## config.mk

```make
export PLATFORM = sky130hd
export DESIGN_NAME = pipe_stall_ctrl
export DESIGN_NICKNAME = d
export VERILOG_FILES = /design/src/rtl/pipe_stall_ctrl.sv
export SDC_FILE = /design/constraint.sdc
export NUM_CORES = 1
export LEC_CHECK = 0
export CAP_MARGIN = 20
export CELL_PAD_IN_SITES_DETAIL_PLACEMENT = 0
export CELL_PAD_IN_SITES_GLOBAL_PLACEMENT = 1
export CORE_ASPECT_RATIO = 1.4
export CORE_MARGIN = 4
export CORE_UTILIZATION = 34
export CTS_CLUSTER_SIZE = 28
export DETAILED_ROUTE_END_ITERATION = 10
export HOLD_SLACK_MARGIN = 0.08
export PLACE_DENSITY_LB_ADDON = 0.1
export SLEW_MARGIN = 25
export SYNTH_ARGS = -nofsm -noshare
export SYNTH_HDL_FRONTEND = slang
export SYNTH_SLANG_ARGS = --single-unit
```

## constraint.sdc

```tcl
create_clock -name clk -period 2.7 [get_ports clk]
set_input_delay 0.27 -clock clk [delete_from_list [all_inputs] [get_ports clk]]
set_output_delay 0.27 -clock clk [all_outputs]
set_load 0.05 [all_outputs]
```

## src/rtl/pipe_stall_ctrl.sv

```systemverilog
// Pipeline sequencer for the 5-stage core: merges stage stall requests into a hold vector,
// issues (or defers and replays) EX branch redirects with a front-end flush, and tracks stall statistics.
module pipe_stall_ctrl #(
  parameter int TIMEOUT = 255,
  parameter int CNT_W   = 8
) (
  input  logic        clk,
  input  logic        rst,
  input  logic        stallreq_if,
  input  logic        stallreq_id,
  input  logic        stallreq_ex,
  input  logic        stallreq_mem,
  input  logic        branch_flag_i,
  input  logic [31:0] branch_target_i,
  output logic [5:0]  stall_o,
  output logic        flush_o,
  output logic        new_pc_valid_o,
  output logic [31:0] new_pc_o,
  output logic [31:0] stall_cycles_o,
  output logic        stall_timeout_o
);

  typedef enum logic {IDLE, PEND} state_t;

  localparam logic [CNT_W-1:0] TIMEOUT_C  = CNT_W'(TIMEOUT);
  localparam logic [CNT_W-1:0] TIMEOUT_M1 = CNT_W'(TIMEOUT - 1);

  state_t           state, state_nxt;
  logic [31:0]      pend_pc, pend_pc_nxt;
  logic             bstall;
  logic             flush, pc_valid;
  logic [31:0]      pc_mux;
  logic [5:0]       stall_vec;
  logic [31:0]      stall_cnt;
  logic [CNT_W-1:0] wd_cnt;
  logic             timeout;

  assign bstall = stallreq_mem | stallreq_ex;

  // A redirect that arrives during a back-end stall is parked in pend_pc and replayed on release.
  always_comb begin
    state_nxt   = state;
    pend_pc_nxt = pend_pc;
    flush       = 1'b0;
    pc_valid    = 1'b0;
    pc_mux      = 32'h0;
    case (state)
      IDLE: begin
        if (branch_flag_i) begin
          if (!bstall) begin
            flush    = 1'b1;
            pc_valid = 1'b1;
            pc_mux   = branch_target_i;
          end else begin
            state_nxt   = PEND;
            pend_pc_nxt = branch_target_i;
          end
        end
      end
      PEND: begin
        pc_mux = pend_pc;
        if (!bstall) begin
          flush     = 1'b1;
          pc_valid  = 1'b1;
          pc_mux    = branch_flag_i ? branch_target_i : pend_pc;
          state_nxt = IDLE;
        end else if (branch_flag_i) begin
          pend_pc_nxt = branch_target_i;
        end
      end
      default: state_nxt = IDLE;
    endcase
  end

  // Front-end requests are dropped while flushing so the redirect is never held off.
  always_comb begin
    stall_vec = 6'b000000;
    if (stallreq_mem)                stall_vec = 6'b011111;
    else if (stallreq_ex)            stall_vec = 6'b001111;
    else if (stallreq_id && !flush)  stall_vec = 6'b000111;
    else if (stallreq_if && !flush)  stall_vec = 6'b000011;
  end

  always_ff @(posedge clk) begin
    if (rst) begin
      state     <= IDLE;
      pend_pc   <= 32'h0;
      stall_cnt <= 32'h0;
      wd_cnt    <= '0;
      timeout   <= 1'b0;
    end else begin
      state   <= state_nxt;
      pend_pc <= pend_pc_nxt;
      if (stall_vec != 6'b000000 && stall_cnt != 32'hFFFF_FFFF)
        stall_cnt <= stall_cnt + 32'd1;
      if (!stallreq_mem) begin
        wd_cnt <= '0;
      end else if (wd_cnt != TIMEOUT_C) begin
        wd_cnt <= wd_cnt + 1'b1;
        if (wd_cnt == TIMEOUT_M1)
          timeout <= 1'b1;
      end
    end
  end

  // Reset blanks every output immediately, not just after the next edge.
  assign stall_o         = rst ? 6'b000000 : stall_vec;
  assign flush_o         = rst ? 1'b0      : flush;
  assign new_pc_valid_o  = rst ? 1'b0      : pc_valid;
  assign new_pc_o        = rst ? 32'h0     : pc_mux;
  assign stall_cycles_o  = rst ? 32'h0     : stall_cnt;
  assign stall_timeout_o = rst ? 1'b0      : timeout;

endmodule

```

# After elaboration in Yosys (flattened, before gate mapping)
# Cells that the tools add are included.
[totals]
register_bits = 74
input_bits = 39
output_inout_bits = 73
elab_cells = 48
[op_classes]
add_sub_neg = 2
n_eq_ne = 6
mux = 24
bitwise = 3
n_reduce_logical = 8
[ops]
columns = ["operator", "n"]
rows = [
  ["$mux 32", 9],
  ["$pmux 32 s2", 2],
  ["$add 32x1->32 const B", 1],
  ["$ne 32x32->1 const B", 1],
  ["$add 8x1->8 const B", 1],
  ["$eq 8x8->1 const B", 1],
  ["$ne 8x8->1 const B", 1],
  ["$mux 1", 6],
  ["$mux 6", 1],
  ["$reduce_and 3->1", 2],
  ["$reduce_bool 6->1", 1],
  ["$mux 5", 1],
  ["$mux 4", 1],
  ["$ne 2x2->1 const B", 2],
  ["$pmux 1 s2", 2],
  ["$logic_and 1x1->1", 3],
  ["$mux 3", 1],
  ["$mux 2", 1],
  ["$ne 2x1->1 const B", 1],
  ["$not 1->1", 2],
  ["$reduce_or 2->1", 1],
  ["$logic_not 1->1", 1],
  ["$or 1x1->1", 1],
]

# Longest topological paths before layout
[depth]
depth_word = 12
mapped_depth = 8
ltp_nobuf = 6

# Least setup slack after synthesis
# Ideal clock, no wire load.
[synth_path]
path_kind = "input to output"
start = "input port rst"
end = "output port new_pc_valid_o"
arrival_ns = 2.874
required_time_ns = 2.430
slack_ns = -0.444
stages = 5
path_buffers = 4
cell_sequence = "clkbuf_1 > clkbuf_1 > clkbuf_1 > nor4_1 > buf_4"
[synth_via]
elab_chain_cells = 1
[synth_rtl]
columns = ["item", "line_no", "rtl"]
rows = [
  ["from (decl)", "8", "input logic rst,"],
  ["$mux 1", "-", ""],
  ["to (decl)", "17", "output logic new_pc_valid_o,"],
]
# No other way between the ends.

# Worst setup path after layout
[layout_path]
start = "input port stallreq_ex"
end = "output port new_pc_o[6]"
[layout_via]
elab_chain_cells = 5
[layout_rtl]
columns = ["item", "line_no", "rtl"]
rows = [
  ["from (decl)", "11", "input logic stallreq_ex,"],
  ["$or 1x1->1 *", "38", "assign bstall = stallreq_mem | stallreq_ex;"],
  ["$mux 32", "50", "if (!bstall) begin"],
  ["$mux 32", "49", "if (branch_flag_i) begin"],
  ["$pmux 32 s2 *", "47", "case (state)"],
  ["$mux 32 *", "110", "assign new_pc_o = rst ? 32'h0 : pc_mux;"],
  ["to (decl)", "18", "output logic [31:0] new_pc_o,"],
]
# Every way passes the cells marked *; elsewhere a longest branch is shown, timed or not.

==> metrics.md <==
| Metric | Value |
|---|---|
| Worst reg-to-reg path cell count | `6` |
| Fraction of layout cells with a size suffix above 1 | `15.7%` |
| Hold path depth | `2` |
| Register area share after synthesis | `37.2%` |
| Die Wd | `99.4 microns` |
| Worst Hold End | `pend_pc[22]` |
| Post-detailed-route via-to-cell ratio | `5.36` |
| Netlist cell types | `49` |
| Critical path depth | `7` |
| Worst-Margin Slew | `0.811 ns` |
| CTS sink count | `74` |
| Worst path cell trace | `clkdlybuf4s50_1 -> nor2_2 -> and2_0 -> buf_12 -> nand2_1 -> a21oi_1 -> buf_12` |
| Wirelength per Cell | `15.2 microns` |
| Crit path time final | `2.33 ns` |
| DRT Wirelength | `12000 microns` |
| Unrepaired setup endpoints after global routing | `no` |
| Number of global-route vias before repair | `3905` |
| RR Endpoint | `stall_cnt[26]` |
| Initial Util | `34.9%` |
| CTS Buffer Depth | `2` |
| Clock power frac | `45.2%` |
| P_int | `0.00211 W` |
| Final worst-path cycle share | `86.4%` |
| Critical Path RT | `2.43 ns` |
| First-pass GRT wire length | `19500 microns` |
| R2R setup slack | `0.37 ns` |
| PortBufs | `110` |
| Total number of vias | `4221` |
| Final Max Slew Viols | `0` |
| Register bit total from synthesis | `74` |
| Commonest cells post-synth | `117 x nand2_1, 75 x a21oi_1, 74 x dfxtp_1` |
| Mapped Area | `3980 sq um` |
| CTS H-tree lvls | `3` |
| Leak | `2.10 nW` |
| CP delay by family, top | `buffers and inverters` |
| Setup Crit Path Kind | `in2out` |
| Async SR Flop Fraction | `0%` |
| Placed Cells incl. Taps | `772` |
| Cell with the most instances on the worst path | `buf_12` |
| Largest net degree at the start of global routing | `83` |
| Pre-Repair DR Iteration Count | `4` |
| Mean Syn Cell Area | `7.32 sq um` |
| Clk slew on worst S/H paths | `0.05 ns` |
| Max Cap Violations | `0` |
| Root Buffer | `clkbuf_16` |
| VDD IR-drop max | `0.000281 V` |
| Core Rows | `46` |
| Buf+Inv Stages, Crit Path | `3` |
| Post-synth net total | `586` |
| Max incr delay on CP | `0.49 ns` |
| Dpl hpwl | `8200 microns` |
| Worst hold start | `pend_pc[22]` |
| Critical path endpoint category | `output pin` |
| # DRC | `0` |
| FMAX | `429 MHz` |
| Mapped Cells | `544` |
| Power density cells | `483 nW/um^2` |
| Setup TNS | `0 ns` |
| Post-Layout Cell Count | `788` |
| Relative max-transition margin | `46.0%` |
| Starting DRT DRC Count | `219` |
| Top cell type's share of synthesized area | `37.2%` |
| Status | `complete, no violations` |
| Routability congestion estimate | `0.829` |
| Antenna diode count | `0` |
| HP Class | `reg2reg` |
| Most frequent cell after synthesis | `nand2_1` |
| Yosys warns | `0` |
| Hold Vio Cnt, Final | `0` |
| Worst Clk Skew | `0.00644 ns` |
| Total Routing Usage GR | `17.6%` |
| Final setup fails | `0` |
| Worst Setup Start Kind | `primary input` |
| Post-synth top flop | `dfxtp_1` |
| Top cells by area, synth | `dfxtp_1 37%, nand2_1 11%, a21oi_1 9.4%` |
| Final #Nets | `681` |
| Initial antenna violation count | `0` |
| Switching part of the total | `25.7%` |
| Die footprint | `13500 sq um` |
| Remaining global-route overflow | `0` |
| CTS buffer count | `9` |
| WP data arrival | `2.06 ns` |
| Combinational share of power | `14.4%` |
| Die height | `136 microns` |
| I/O pin count | `112` |
| CTS tree | `yes` |
| Share of the core filled with cells | `51.6%` |
| NetSw | `0.000730 W` |
| Clock Latency Late Sink | `0.33 ns` |
| Worst r2r src | `stall_cnt[1]` |
| CP max-delay cell | `clkdlybuf4s50_1` |
| Area Growth Syn to Fin | `47.7%` |
| Crit path max fanout | `32` |
| Core ar. | `11400 sq um` |
| Seq pwr share | `40.4%` |
| Post-synth EDFFs | `0` |
| Leading area contributor after synthesis | `dfxtp_1` |
| Routed Antenna Nets | `0` |
==> placed cells by master, fill, tap and decap left out, types with 7 or more instances in the layout <==
master           instances
nand2_1                117
a21oi_1                 75
dfxtp_1                 74
clkdlybuf4s50_1         71
nand3_1                 51
buf_12                  35
nor2b_1                 34
nor2_1                  33
buf_4                   19
mux2_2                  15
nor3_1                  11
o21ai_0                 11
clkbuf_16                9
and3_1                   8
or4_1                    8
nand4_1                  7
==> stage by stage <==
stage	power [W]	setup slack [ns]	hold WS [ns]	area [sq um]
after floorplan	0.00139	0.205	0.406	3990
after global placement	0.00158	0.160	0.437	5550
after detailed placement	0.00158	0.0735	0.447	5550
after CTS	0.00288	0.183	0.455	5880
after global routing	0.00295	0.112	0.468	5880
final	0.00284	0.366	0.453	5880
==> state kept, by name, indices dropped and copies added (netlist names) <==
register	count
timeout	1
stall_cnt	32
wd_cnt	8
state	1
pend_pc	32
==> final cells by class <==
| cell class | instances | area [sq um] |
|---|---|---|
| multi-input cells | 427 | 2330 |
| inverters | 2 | 7.51 |
| well taps | 144 | 180 |
| repair buffers | 125 | 1550 |
| clock buffers | 13 | 280 |
| clock inverters | 3 | 45.0 |
| fillers | 1095 | 5520 |
| flip-flops and latches | 74 | 1480 |
==> power groups by stage <==
stage	combinational [W]	sequential, W	clock, W
2_1_floorplan	0.000224	0.00117	0
3_3_place_gp	0.000407	0.00117	0
3_5_place_dp	0.000410	0.00117	0
4_1_cts	0.000411	0.00115	0.00132
5_1_grt	0.000439	0.00115	0.00136
6_report	0.000408	0.00115	0.00128
==> kinds of logic (layout without fill, tap and decap cells) <==
kind of cell,after synthesis,after routing,synth area share [%]
DFF,74,74,37.2
other,1,1,0.0942
xor gates and xnor gates,5,5,1.10
adders and majority gates,3,3,0.943
muxes,16,16,4.53
and+or+nand+nor,298,298,36.9
buffers and inverters,43,143,4.59
AOI/OAI and AO/OA,104,104,14.6
==> how the worst max path moves through the flow <==
stage,from,endpoint
floorplan,rst,new_pc_valid_o
detailed placement,stallreq_id,stall_cnt[26]
global placement,stallreq_id,stall_cnt[26]
finish,stallreq_ex,new_pc_o[6]
global route,stall_cnt[1],stall_cnt[26]
CTS,stallreq_ex,stall_o[0]
==> layer usage <==
| layer | vias to the layer above | routed length, microns | GRT usage [%] |
|---|---|---|---|
| li1 | 2081 | - | - |
| met2 | 129 | 5890 | 29.4 |
| met4 | 0 | 192 | 6.15 |
| met5 | - | 0 | 0 |
| met1 | 1998 | 5280 | 22.2 |
| met3 | 13 | 623 | 3.80 |
==> worst reg2reg max path, delay by kind of cell (launching register included) <==
family | cells | cell delay, ns
DFF | 1 | 0.41
muxes | 1 | 0.36
adders and majority gates | 1 | 0.26
and+or+nand+nor | 4 | 1.20
==> repair_timing <==
item                                    4_1_cts  5_1_grt
setup buffers                                 0        0
hold buffers                                  0        0
endpoints found under the setup margin        0        2
resized for setup                             0        1
(Power assumes the default switching activity.)
